$ cat config.mk
export PLATFORM = sky130hd
export DESIGN_NAME = fp_min_pipe
export DESIGN_NICKNAME = d
export VERILOG_FILES = /design/src/rtl/fp_min_pipe.sv
export SDC_FILE = /design/constraint.sdc
export NUM_CORES = 1
export LEC_CHECK = 0
export BUFFER_PORTS_ARGS = -buffer_cell sky130_fd_sc_hd__buf_2
export CORE_ASPECT_RATIO = 2
export CORE_MARGIN = 5
export CORE_UTILIZATION = 41
export DETAILED_ROUTE_END_ITERATION = 12
export SLEW_MARGIN = 20
export SYNTH_ARGS = -nofsm -noshare
export SYNTH_HDL_FRONTEND = slang
export SYNTH_SLANG_ARGS = --single-unit
export TNS_END_PERCENT = 100
$ cat constraint.sdc
create_clock -name clk -period 4.06 [get_ports clk]
set_clock_uncertainty 0.2 [all_clocks]
set_input_delay 0.609 -clock clk [delete_from_list [all_inputs] [get_ports clk]]
set_output_delay 0.609 -clock clk [all_outputs]
set_load 0.02 [all_outputs]
$ cat src/rtl/fp_min_pipe.sv
// Two-stage pipelined IEEE-754 minimum with valid/ready on both sides.
// Optional macro FP_MIN_SNAN_FLAG_EN adds out_invalid (signalling-NaN operand seen).
module fp_min_pipe #(
   parameter  int SIGN_W = 1,
   parameter  int EXPO_W = 8,
   parameter  int MANT_W = 23,
   localparam int FP_W   = SIGN_W + EXPO_W + MANT_W
) (
   input  logic            clk,
   input  logic            rst_n,
   input  logic            in_vld,
   output logic            in_rdy,
   input  logic [FP_W-1:0] in_a,
   input  logic [FP_W-1:0] in_b,
   output logic            out_vld,
   input  logic            out_rdy,
   output logic [FP_W-1:0] out_res,
   output logic            out_inf_pos,
   output logic            out_inf_neg,
   output logic            out_sel_b
`ifdef FP_MIN_SNAN_FLAG_EN
   ,
   output logic            out_invalid
`endif
);

   localparam int MAG_W = EXPO_W + MANT_W;

   function automatic logic f_is_zero(input logic [EXPO_W-1:0] e, input logic [MANT_W-1:0] m);
      return (e == {EXPO_W{1'b0}}) && (m == {MANT_W{1'b0}});
   endfunction

   function automatic logic f_is_inf(input logic [EXPO_W-1:0] e, input logic [MANT_W-1:0] m);
      return (e == {EXPO_W{1'b1}}) && (m == {MANT_W{1'b0}});
   endfunction

   function automatic logic f_is_nan(input logic [EXPO_W-1:0] e, input logic [MANT_W-1:0] m);
      return (e == {EXPO_W{1'b1}}) && (m != {MANT_W{1'b0}});
   endfunction

`ifdef FP_MIN_SNAN_FLAG_EN
   function automatic logic f_is_snan(input logic [EXPO_W-1:0] e, input logic [MANT_W-1:0] m);
      return f_is_nan(e, m) && !m[MANT_W-1];
   endfunction
`endif

   logic              r_s1_vld;
   logic              r_s1_a_sign, r_s1_b_sign;
   logic [EXPO_W-1:0] r_s1_a_expo, r_s1_b_expo;
   logic [MANT_W-1:0] r_s1_a_mant, r_s1_b_mant;
   logic              r_s1_a_zero, r_s1_b_zero;
   logic              r_s1_a_inf,  r_s1_b_inf;
   logic              r_s1_a_nan,  r_s1_b_nan;
`ifdef FP_MIN_SNAN_FLAG_EN
   logic              r_s1_snan;
   logic              r_s2_invalid;
`endif

   logic              r_s2_vld;
   logic [FP_W-1:0]   r_s2_res;
   logic              r_s2_inf_pos;
   logic              r_s2_inf_neg;
   logic              r_s2_sel_b;

   logic              w_s1_adv;
   logic              w_s2_adv;
   logic [MAG_W-1:0]  w_a_mag, w_b_mag;
   logic              w_sel_b;
   logic              w_nan_res;
   logic [FP_W-1:0]   w_res;
   logic              w_inf_pos;
   logic              w_inf_neg;

   // Pipeline advance: a stage moves when empty or when the stage after it moves.
   always_comb begin
      w_s2_adv = !r_s2_vld || out_rdy;
      w_s1_adv = !r_s1_vld || w_s2_adv;
   end

   assign in_rdy = w_s1_adv;

   // Stage 1: unpack and classify both operands.
   always_ff @(posedge clk) begin
      if (!rst_n) begin
         r_s1_vld    <= 1'b0;
         r_s1_a_sign <= 1'b0;
         r_s1_b_sign <= 1'b0;
         r_s1_a_expo <= '0;
         r_s1_b_expo <= '0;
         r_s1_a_mant <= '0;
         r_s1_b_mant <= '0;
         r_s1_a_zero <= 1'b0;
         r_s1_b_zero <= 1'b0;
         r_s1_a_inf  <= 1'b0;
         r_s1_b_inf  <= 1'b0;
         r_s1_a_nan  <= 1'b0;
         r_s1_b_nan  <= 1'b0;
`ifdef FP_MIN_SNAN_FLAG_EN
         r_s1_snan   <= 1'b0;
`endif
      end else begin
         if (w_s1_adv) begin
            r_s1_vld <= in_vld;
         end
         if (w_s1_adv && in_vld) begin
            r_s1_a_sign <= in_a[FP_W-1];
            r_s1_b_sign <= in_b[FP_W-1];
            r_s1_a_expo <= in_a[MAG_W-1:MANT_W];
            r_s1_b_expo <= in_b[MAG_W-1:MANT_W];
            r_s1_a_mant <= in_a[MANT_W-1:0];
            r_s1_b_mant <= in_b[MANT_W-1:0];
            r_s1_a_zero <= f_is_zero(in_a[MAG_W-1:MANT_W], in_a[MANT_W-1:0]);
            r_s1_b_zero <= f_is_zero(in_b[MAG_W-1:MANT_W], in_b[MANT_W-1:0]);
            r_s1_a_inf  <= f_is_inf(in_a[MAG_W-1:MANT_W], in_a[MANT_W-1:0]);
            r_s1_b_inf  <= f_is_inf(in_b[MAG_W-1:MANT_W], in_b[MANT_W-1:0]);
            r_s1_a_nan  <= f_is_nan(in_a[MAG_W-1:MANT_W], in_a[MANT_W-1:0]);
            r_s1_b_nan  <= f_is_nan(in_b[MAG_W-1:MANT_W], in_b[MANT_W-1:0]);
`ifdef FP_MIN_SNAN_FLAG_EN
            r_s1_snan   <= f_is_snan(in_a[MAG_W-1:MANT_W], in_a[MANT_W-1:0]) ||
                           f_is_snan(in_b[MAG_W-1:MANT_W], in_b[MANT_W-1:0]);
`endif
         end
      end
   end

   // Stage 2 selection: sign-magnitude order, NaN operands lose, ties go to A.
   always_comb begin
      w_a_mag   = {r_s1_a_expo, r_s1_a_mant};
      w_b_mag   = {r_s1_b_expo, r_s1_b_mant};
      w_sel_b   = 1'b0;
      w_nan_res = 1'b0;
      if (r_s1_a_nan && r_s1_b_nan) begin
         w_nan_res = 1'b1;
      end else if (r_s1_a_nan) begin
         w_sel_b = 1'b1;
      end else if (r_s1_b_nan) begin
         w_sel_b = 1'b0;
      end else if (r_s1_a_zero && r_s1_b_zero) begin
         w_sel_b = !r_s1_a_sign && r_s1_b_sign;
      end else if (r_s1_a_sign != r_s1_b_sign) begin
         w_sel_b = r_s1_b_sign;
      end else if (!r_s1_a_sign) begin
         w_sel_b = (w_b_mag < w_a_mag);
      end else begin
         w_sel_b = (w_b_mag > w_a_mag);
      end
   end

   // Result assembly and infinity flags from the chosen operand.
   always_comb begin
      w_res     = {r_s1_a_sign, r_s1_a_expo, r_s1_a_mant};
      w_inf_pos = 1'b0;
      w_inf_neg = 1'b0;
      if (w_nan_res) begin
         w_res = {1'b0, {EXPO_W{1'b1}}, 1'b1, {(MANT_W-1){1'b0}}};
      end else if (w_sel_b) begin
         w_res     = {r_s1_b_sign, r_s1_b_expo, r_s1_b_mant};
         w_inf_pos = r_s1_b_inf && !r_s1_b_sign;
         w_inf_neg = r_s1_b_inf && r_s1_b_sign;
      end else begin
         w_inf_pos = r_s1_a_inf && !r_s1_a_sign;
         w_inf_neg = r_s1_a_inf && r_s1_a_sign;
      end
   end

   // Stage 2 registers: hold contents while the consumer stalls.
   always_ff @(posedge clk) begin
      if (!rst_n) begin
         r_s2_vld     <= 1'b0;
         r_s2_res     <= '0;
         r_s2_inf_pos <= 1'b0;
         r_s2_inf_neg <= 1'b0;
         r_s2_sel_b   <= 1'b0;
`ifdef FP_MIN_SNAN_FLAG_EN
         r_s2_invalid <= 1'b0;
`endif
      end else begin
         if (w_s2_adv) begin
            r_s2_vld <= r_s1_vld;
         end
         if (w_s2_adv && r_s1_vld) begin
            r_s2_res     <= w_res;
            r_s2_inf_pos <= w_inf_pos;
            r_s2_inf_neg <= w_inf_neg;
            r_s2_sel_b   <= w_sel_b && !w_nan_res;
`ifdef FP_MIN_SNAN_FLAG_EN
            r_s2_invalid <= r_s1_snan;
`endif
         end
      end
   end

   assign out_vld     = r_s2_vld;
   assign out_res     = r_s2_res;
   assign out_inf_pos = r_s2_inf_pos;
   assign out_inf_neg = r_s2_inf_neg;
   assign out_sel_b   = r_s2_sel_b;
`ifdef FP_MIN_SNAN_FLAG_EN
   assign out_invalid = r_s2_invalid;
`endif

endmodule

Word level (Yosys, flattened, before mapping)
Cells that the tools add are included.
{"block": "classes", "addsub": 0, "multipliers": 0, "div_mod_pow": 0, "order_cmp": 2, "eq_ne": 3, "shift": 0, "mux": 13, "bitwise_logic": 0, "n_reduce_logical": 29}
{"operator": "32-bit 2-to-1 mux", "n": 2}
{"operator": "23-bit zero test", "n": 2}
{"operator": "23-bit nonzero test", "n": 2}
{"operator": "31-bit greater-than comparator", "n": 1}
{"operator": "31-bit less-than comparator", "n": 1}
{"operator": "8-bit equality test, second input constant", "n": 2}
{"operator": "1-bit logical AND", "n": 16}
{"operator": "8-bit zero test", "n": 2}
{"operator": "1-bit 2-to-1 mux", "n": 11}
{"operator": "1-bit zero test", "n": 5}
{"operator": "1-bit logical OR", "n": 2}
{"operator": "1-bit inequality test", "n": 1}
{"block": "word_totals", "reg_bits": 107, "latch_bits": 0, "ramBits": 0, "rom_bits": 0, "in_bits": 68, "wordCells": 65, "memories": 0}

Depth between registers and ports, before layout
Gate-level depths: netlist (run 1).
{"block": "logic_depth", "depth_word": 9, "ltp_mapped": 11, "mapped_depth_nobuf": 9}

Worst setup path before layout (run 1)
Ideal clock, no wire load.
{"block": "synth_path", "kind": "register to register", "startpoint": "reg r_s1_a_mant[4]", "endpoint": "reg r_s2_res[10] (netlist: out_res[10])", "setup_time_ns": 0.122, "arrival_time_ns": 2.535, "t_required_ns": 3.738, "slack_ns": 1.203, "path_stages_with_launch": 12, "cell_sequence": "dfxtp_1 inv_1 ha_1 a211oi_1 nor2_1 o31a_1 o41ai_2 mux2i_1 buf_2 buf_2 nor3_1 a311o_1"}
{"block": "synth_between", "elab_chain_len": 9, "elab_cells_between_ends": 10}
{"element": "from (decl)", "line": "50", "source": "logic [MANT_W-1:0] r_s1_a_mant, r_s1_b_mant;"}
{"element": "from (signal assigned)", "line": "110", "source": "r_s1_a_mant <= in_a[MANT_W-1:0];"}
{"element": "31-bit less-than comparator or 31-bit greater-than comparator (tied branches)", "line": "143, 145"}
{"element": "1-bit 2-to-1 mux *", "line": "142", "source": "end else if (!r_s1_a_sign) begin"}
{"element": "1-bit 2-to-1 mux *", "line": "140", "source": "end else if (r_s1_a_sign != r_s1_b_sign) begin"}
{"element": "1-bit 2-to-1 mux *", "line": "138", "source": "end else if (r_s1_a_zero && r_s1_b_zero) begin"}
{"element": "1-bit 2-to-1 mux *", "line": "136", "source": "end else if (r_s1_b_nan) begin"}
{"element": "1-bit 2-to-1 mux *", "line": "134", "source": "end else if (r_s1_a_nan) begin"}
{"element": "1-bit 2-to-1 mux *", "line": "132", "source": "if (r_s1_a_nan && r_s1_b_nan) begin"}
{"element": "32-bit 2-to-1 mux *", "line": "156", "source": "end else if (w_sel_b) begin"}
{"element": "32-bit 2-to-1 mux *", "line": "154", "source": "if (w_nan_res) begin"}
{"element": "to (signal assigned)", "line": "182", "source": "r_s2_res <= w_res;"}
{"element": "to (decl)", "line": "60", "source": "logic [FP_W-1:0] r_s2_res;"}
Every way passes the cells marked *; elsewhere a longest branch is shown, timed or not.
A chain may end at the register's enable or synchronous reset.

Worst setup path after layout (run 1)
{"block": "layout_path", "startpoint": "reg r_s1_a_mant[4]", "endpoint": "reg r_s2_res[3] (netlist: out_res[3])"}
Same word-level chain as after synthesis.

==> results of run 1 <==
-- report_power, final --
part           switching (mW)  internal [mW]
registers              0.0452           1.10
logic                   0.279          0.141
clock network           0.411          0.483
-- final cells by class --
| class | count | area, um2 |
|---|---|---|
| Fill cell | 1255 | 6380 |
| Multi-Input combinational cell | 479 | 2740 |
| Sequential cell | 107 | 2140 |
| Timing Repair Buffer | 114 | 608 |
| Clock buffer | 9 | 225 |
| Tap cell | 150 | 188 |
| Inverter | 34 | 128 |
| Clock inverter | 7 | 75.1 |
-- flip-flops by register name (all words and copies together), names as in the netlist --
name         cells
r_s1_a_mant     23
r_s1_a_nan       1
out_res         32
out_inf_pos      1
r_s1_b_inf       1
r_s1_vld         1
r_s1_b_expo      8
r_s1_b_mant     23
r_s1_b_sign      1
r_s1_b_zero      1
r_s1_b_nan       1
r_s1_a_sign      1
out_sel_b        1
out_vld          1
r_s1_a_expo      8
out_inf_neg      1
r_s1_a_inf       1
r_s1_a_zero      1
-- worst min-delay path, delay by kind of cell, from the launching register on --
family           cells  cell delay (ns)
AO/OA/AOI/OAI        1             0.05
flip-flops           1             0.32
AND/OR/NAND/NOR      1             0.05
-- layer usage --
| metal | wire, um | global-route usage, % | vias up |
|---|---|---|---|
| met5 | 0 | 0 | - |
| li1 | - | - | 2486 |
| met2 | 8650 | 39.2 | 152 |
| met1 | 5900 | 23.9 | 2402 |
| met4 | 901 | 12.6 | 0 |
| met3 | 723 | 3.26 | 45 |
-- logic make-up (layout without fill, tap and decap cells) --
| kind of cell | Yosys count | after routing | synth area share (%) |
|---|---|---|---|
| DFF | 107 | 107 | 41.4 |
| and+or+nand+nor | 314 | 314 | 27.8 |
| muxes | 1 | 1 | 0.193 |
| buffers and inverters | 78 | 164 | 6.04 |
| AOI/OAI and AO/OA | 132 | 132 | 16.9 |
| adders and majority gates | 32 | 32 | 7.73 |
-- Yosys cell counts (2+ instances only) --
library cell / count / share of area (%)
sky130_fd_sc_hd__a211oi_1: 3 / 0.43
sky130_fd_sc_hd__a21oi_1: 82 / 7.9
sky130_fd_sc_hd__a221o_1: 3 / 0.58
sky130_fd_sc_hd__a22oi_1: 2 / 0.29
sky130_fd_sc_hd__a311o_1: 22 / 4.3
sky130_fd_sc_hd__and2_1: 24 / 2.9
sky130_fd_sc_hd__and3_1: 2 / 0.24
sky130_fd_sc_hd__buf_1: 5 / 0.36
sky130_fd_sc_hd__buf_2: 4 / 0.39
sky130_fd_sc_hd__buf_6: 2 / 0.43
sky130_fd_sc_hd__clkbuf_1: 33 / 2.4
sky130_fd_sc_hd__dfxtp_1: 107 / 41
sky130_fd_sc_hd__ha_1: 32 / 7.7
sky130_fd_sc_hd__inv_1: 34 / 2.5
sky130_fd_sc_hd__nand2_1: 165 / 12
sky130_fd_sc_hd__nand3_1: 6 / 0.58
sky130_fd_sc_hd__nand3b_1: 3 / 0.43
sky130_fd_sc_hd__nand4_1: 17 / 2.1
sky130_fd_sc_hd__nor2_1: 34 / 2.5
sky130_fd_sc_hd__nor2b_1: 2 / 0.24
sky130_fd_sc_hd__nor3_1: 29 / 2.8
sky130_fd_sc_hd__nor4_1: 19 / 2.3
sky130_fd_sc_hd__o21ai_0: 4 / 0.39
sky130_fd_sc_hd__o311a_1: 9 / 1.7
sky130_fd_sc_hd__or4_1: 9 / 1.3
-- how the worst max path moves through the flow --
stage | from | to | slack, ns | cells after the start
3_3_place_gp | r_s1_a_mant[13] | out_res[14] | 0.94 | 8
5_1_grt | r_s1_a_mant[4] | out_res[8] | 0.65 | 9
2_1_floorplan | r_s1_a_mant[4] | out_res[10] | 1.20 | 11
3_5_place_dp | r_s1_a_mant[13] | out_res[8] | 0.85 | 8
4_1_cts | r_s1_a_mant[13] | out_res[3] | 0.82 | 8
6_report | r_s1_a_mant[4] | out_res[3] | 0.84 | 9
==> impl_metrics.yaml, run 1 <==
clock_network:
  worst_setup_hold_path_clk_slew_ns: 0.07
  cts_buffers: 9
  postCtsResizedCells: 0
  post_cts.repair.setup_buffers: 0
  cts.root.buffer_cell: "sky130_fd_sc_hd__clkbuf_16"
  cts_sinks: 107
  largest_buffer_count_on_any_clock_path: 2
  clock_tree_from_tritoncts: "yes"
  ctsHoldBuffers: 0
  htreeDepth: 3
  insertion_delay_ns: 0.35
cells_and_area:
  synthToLayoutAreaGrowth_pct: 17.9
  num_antenna_cells: 0
  final_common_cell: "sky130_fd_sc_hd__nand2_1"
  commonest_non_fill_non_tap_cells_in_the_layout: "164 x sky130_fd_sc_hd__nand2_1, 107 x sky130_fd_sc_hd__dfxtp_1, 104 x sky130_fd_sc_hd__buf_2"
  fin_cells: 900
  final_stage_net_count: 845
  drive_gt1_share_pct: 18.4
  final_core_util_pct: 48.9
  final_area_um2: 6110
synth:
  post_synth_inst_count: 664
  synth.ff_latch_count: 107
  synth.net_count: 764
  syn_avg_cell_area_um2: 7.80
  ys_warn_count: 0
  synth_sequential_area_ratio_pct: 41.4
  synth_edf_count: 0
  dominantRegCellSynth: "sky130_fd_sc_hd__dfxtp_1"
  synth-async-reset-ratio_pct: 0
  syn_area_um2: 5180
  synth.lib_cells_used.distinct: 37
sta:
  final-max-slew-violation-count: 0
  clock.fmax_mhz: 310
  worst_slack_ns: 0.836
  hold_slack_ns: 0.273
  worst_slew_margin_rel_pct: 30.3
  finalHoldViolations: 0
  unrepaired_setup_endpoints_after_global_routing: "no"
  setup_total_negative_slack_ns: 0
  timing_worst_slew_pin_value_ns: 1.04
  fin_crit_ns: 3.22
  report.final.setup_viol: 0
  portion_of_the_clock_cycle_consumed_by_the_worst_path_in_the_final_layout_pct: 79.4
detailed_routing:
  routed_wirelength_mm: 16.2
  number_of_drc_markers_in_iteration_0: 212
  drt-pass1-iter-count: 4
  vias: 5085
  route.detailed.wl_per_inst_um: 18.0
  antenna_viol_nets_final: 0
  vias_per_cell: 5.65
  drc_errors: 0
worst_hold_path:
  worst_hold_class: "flip-flop to flip-flop"
  hold_depth: 2
  timing.hold.worst_endpoint: "r_s1_a_mant[18]"
  hold_path_startpoint: "r_s1_a_mant[18]"
grt:
  wire_length_of_the_first_global_routing_pass_mm: 25.5
  grt_usage_pct: 22.1
  grt_antenna_before_repair: 0
  grt_start_max_net_pins: 52
  first_global_vias: 5046
  grt-ovfl-total: 0
critical_path:
  cpPeakStageDelay_ns: 0.83
  cp.buffers_inverters: 1
  worst_setup_path_end_kind: "flip-flop"
  worstSetupStartpointType: "flip-flop"
  reg2regPathDepth: 9
  crit-reg2reg-launch: "r_s1_a_mant[4]"
  critPathSlowestCell: "sky130_fd_sc_hd__or2_1"
  worst-setup-path-type: "flip-flop to flip-flop"
  required_ns: 4.15
  r2r_slack_ns: 0.84
  timing.critical_path.fanout_max: 25
  r2r_end: "out_res[3]"
  crit_chain: "inv_1 > ha_1 > a211oi_1 > nor2_1 > o31a_1 > o41ai_2 > mux2i_2 > or2_1 > a311o_1"
  worst_path_dominant_cell_family: "compound AO/OA/AOI/OAI gates"
  timing.critical_path.arrival_ns: 3.31
place:
  place_area_um2: 5810
  pre_cts_slack_ns: 0.852
  place.detailed.instances: 884
  post-dp-hpwl_mm: 12.0
  buffer_ports.inserted: 104
  finalWeightedCongestion: 0.854
pwr:
  power_density_nw_per_um2: 403
  total_power_mw: 2.46
  power.static_leakage_nw: 2.57
  max-vdd-ir-drop_mv: 0.218
floorplanning:
  initial_utilization_pct: 41.5
  placement_rows: 58
  die-area_um2: 15100
  coreArea_um2: 12500
  io_pins: 105
  dieHeight_um: 169
  die_width_um: 89.5
run:
  drv_cap: 0
status:
  status: "finished clean"
No activity file was read; power rests on OpenSTA's default activity.
==> run 2: changes to the inputs <==
Clock period 4.06 ns to 2.6 ns, I/O delays scaled along.
==> run 2 against run 1 <==
Net effect:
- critical path type unchanged
- worst hold slack worse by 0.19 ns
- via count up 6.2%
- global-route usage up 2.4 points
- the flow now finishes with violations (negative setup slack)
- fmax up 13%
- first-iteration DRC count up 39%
- clock power up 49%
- combinational power rose to 2.5 times the previous value
==> impl_metrics.yaml, run 2 (synthesis results as in run 1) <==
critical_path:
  worstSetupStartpointType: "flip-flop"
  critPathSlowestCell: "sky130_fd_sc_hd__dfxtp_2"
  r2r_end: "out_res[1]"
  r2r_slack_ns: -0.25
  worst_setup_path_end_kind: "flip-flop"
  timing.critical_path.arrival_ns: 2.89
  crit_chain: "inv_2 > ha_4 > a211oi_2 > nor2_1 > o31a_1 > o41ai_4 > mux2i_2 > buf_4 > bufbuf_16 > nor3_1 > a311o_1"
  crit-reg2reg-launch: "r_s1_a_mant[4]"
  worst-setup-path-type: "flip-flop to flip-flop"
  reg2regPathDepth: 11
  cpPeakStageDelay_ns: 0.34
  required_ns: 2.64
  timing.critical_path.fanout_max: 6
place:
  place.detailed.instances: 960
  post-dp-hpwl_mm: 13.0
  pre_cts_slack_ns: -0.294
  buffer_ports.inserted: 104
  finalWeightedCongestion: 0.878
pwr:
  power.static_leakage_nw: 3.13
  power_density_nw_per_um2: 575
  total_power_mw: 4.18
  max-vdd-ir-drop_mv: 0.419
detailed_routing:
  drc_errors: 0
  drt-pass1-iter-count: 5
  vias_per_cell: 5.45
  antenna_viol_nets_final: 0
  vias: 5399
  routed_wirelength_mm: 18.0
  number_of_drc_markers_in_iteration_0: 295
  route.detailed.wl_per_inst_um: 18.1
sta:
  report.final.setup_viol: 34
  timing_worst_slew_pin_value_ns: 0.659
  fin_crit_ns: 2.85
  clock.fmax_mhz: 351
  worst_slack_ns: -0.252
  finalHoldViolations: 0
  portion_of_the_clock_cycle_consumed_by_the_worst_path_in_the_final_layout_pct: 110
  unrepaired_setup_endpoints_after_global_routing: "yes"
  final-max-slew-violation-count: 0
  worst_slew_margin_rel_pct: 55.6
cells_and_area:
  commonest_non_fill_non_tap_cells_in_the_layout: "164 x sky130_fd_sc_hd__nand2_1, 104 x sky130_fd_sc_hd__buf_2, 85 x sky130_fd_sc_hd__buf_4"
  nFillCells: 1185
  synthToLayoutAreaGrowth_pct: 40.3
  num_antenna_cells: 0
  drive_gt1_share_pct: 35.8
  fin_cells: 990
  final_common_cell: "sky130_fd_sc_hd__nand2_1"
  final_stage_net_count: 935
  largest_register_ff_count: 32
clock_network:
  cts_sinks: 107
  cts_buffers: 9
  cts.root.buffer_cell: "sky130_fd_sc_hd__clkbuf_16"
  htreeDepth: 3
  ctsHoldBuffers: 0
  largest_buffer_count_on_any_clock_path: 2
  clock_tree_from_tritoncts: "yes"
  worst_setup_hold_path_clk_slew_ns: 0.07
  insertion_delay_ns: 0.35
worst_hold_path:
  worst_hold_class: "primary input to flip-flop"
  hold_depth: 3
  hold_path_startpoint: "in_a[31]"
  timing.hold.worst_endpoint: "r_s1_a_sign"
floorplanning:
  dieHeight_um: 169
  io_pins: 105
  initial_utilization_pct: 41.5
  die-area_um2: 15100
  placement_rows: 58
  coreArea_um2: 12500
  die_width_um: 89.5
grt:
  wire_length_of_the_first_global_routing_pass_mm: 28.0
  grt-ovfl-total: 0
  first_global_vias: 5641
  grt_usage_pct: 24.4
  grt_start_max_net_pins: 50
  grt_antenna_before_repair: 0
run:
  drv_cap: 0
status:
  failed_checks: "negative setup slack"
  status: "finished, violations left"
[run 2: changes by cell type in the layout (fill, tap and decap cells not counted), sizes merged]
| cell | before | now |
|---|---|---|
| bufinv | 1 | 0 |
| inv | 36 | 37 |
| nor2 | 35 | 36 |
| clkinv | 2 | 1 |
| bufbuf | 0 | 1 |
| clkbuf | 9 | 10 |
| buf | 114 | 202 |
[run 2: cell type report]
type                       instances  area, um2  share of cell area (%)
clock buffer                      10        239                    3.29
clock inverter                     6       46.3                   0.637
inverter                          34        128                    1.76
multi-input combinational        480       3070                    42.3
sequential                       107       2170                    29.9
tap                              150        188                    2.58
timing repair buffer             203       1420                    19.6
[run 2: worst max-delay path by stage]
stage | cells after the start | end | slack [ns] | startpoint
4_1_cts | 11 | out_res[6] | -0.19 | r_s1_a_mant[12]
5_1_grt | 13 | out_res[1] | -0.36 | r_s1_a_expo[4]
3_3_place_gp | 9 | out_res[15] | -0.18 | r_s1_a_mant[13]
6_report | 11 | out_res[1] | -0.25 | r_s1_a_mant[4]
3_5_place_dp | 9 | out_res[12] | -0.29 | r_s1_a_mant[13]
2_1_floorplan | 11 | out_res[0] | -0.09 | r_s1_a_mant[4]
[run 2: metrics by stage]
step	hold slack [ns]	instance area, um2	util, %	setup TNS [ns]
global route	0.0755	7270	58.2	-11.05
detailed placement	0.267	6440	51.6	-9.11
CTS	0.0734	7200	57.6	-5.77
global placement	0.261	6440	51.6	-5.70
finish	0.0787	7270	58.2	-6.73
floorplan	0.243	5220	-	-1.83
[run 2: metal layers]
metal	part of all wire (%)	up-vias	GRT usage [%]
met4	5.9	0	14.0
met2	54	149	44.3
li1	-	2674	-
met3	4.0	48	3.60
met5	0	-	0
met1	36	2528	25.5
[run 2: repair_timing]
| item | in CTS | in global routing |
|---|---|---|
| setup buffers | 10 | 1 |
| endpoints found under the hold margin | 0 | 0 |
| pin swaps | 12 | 24 |
| gates cloned | 3 | 1 |
| gates resized for setup | 70 | 16 |
| setup endpoints to repair | 35 | 35 |
[run 2: worst max-delay path, delay by kind of cell (launching register included)]
family / cells / cell delay (ns)
AND/OR/NAND/NOR: 2 / 0.14
adder cells (fa/ha/maj): 1 / 0.23
flip-flops: 1 / 0.34
multiplexers: 1 / 0.31
buffers and inverters: 3 / 0.50
AO/OA/AOI/OAI: 4 / 1.03
[run 2: power by group]
group	switching (mW)	leakage (nW)	internal (mW)	total, mW
clock	0.645	0.136	0.686	1.33
sequential	0.0596	0.886	1.73	1.79
combinational	0.570	2.11	0.491	1.06
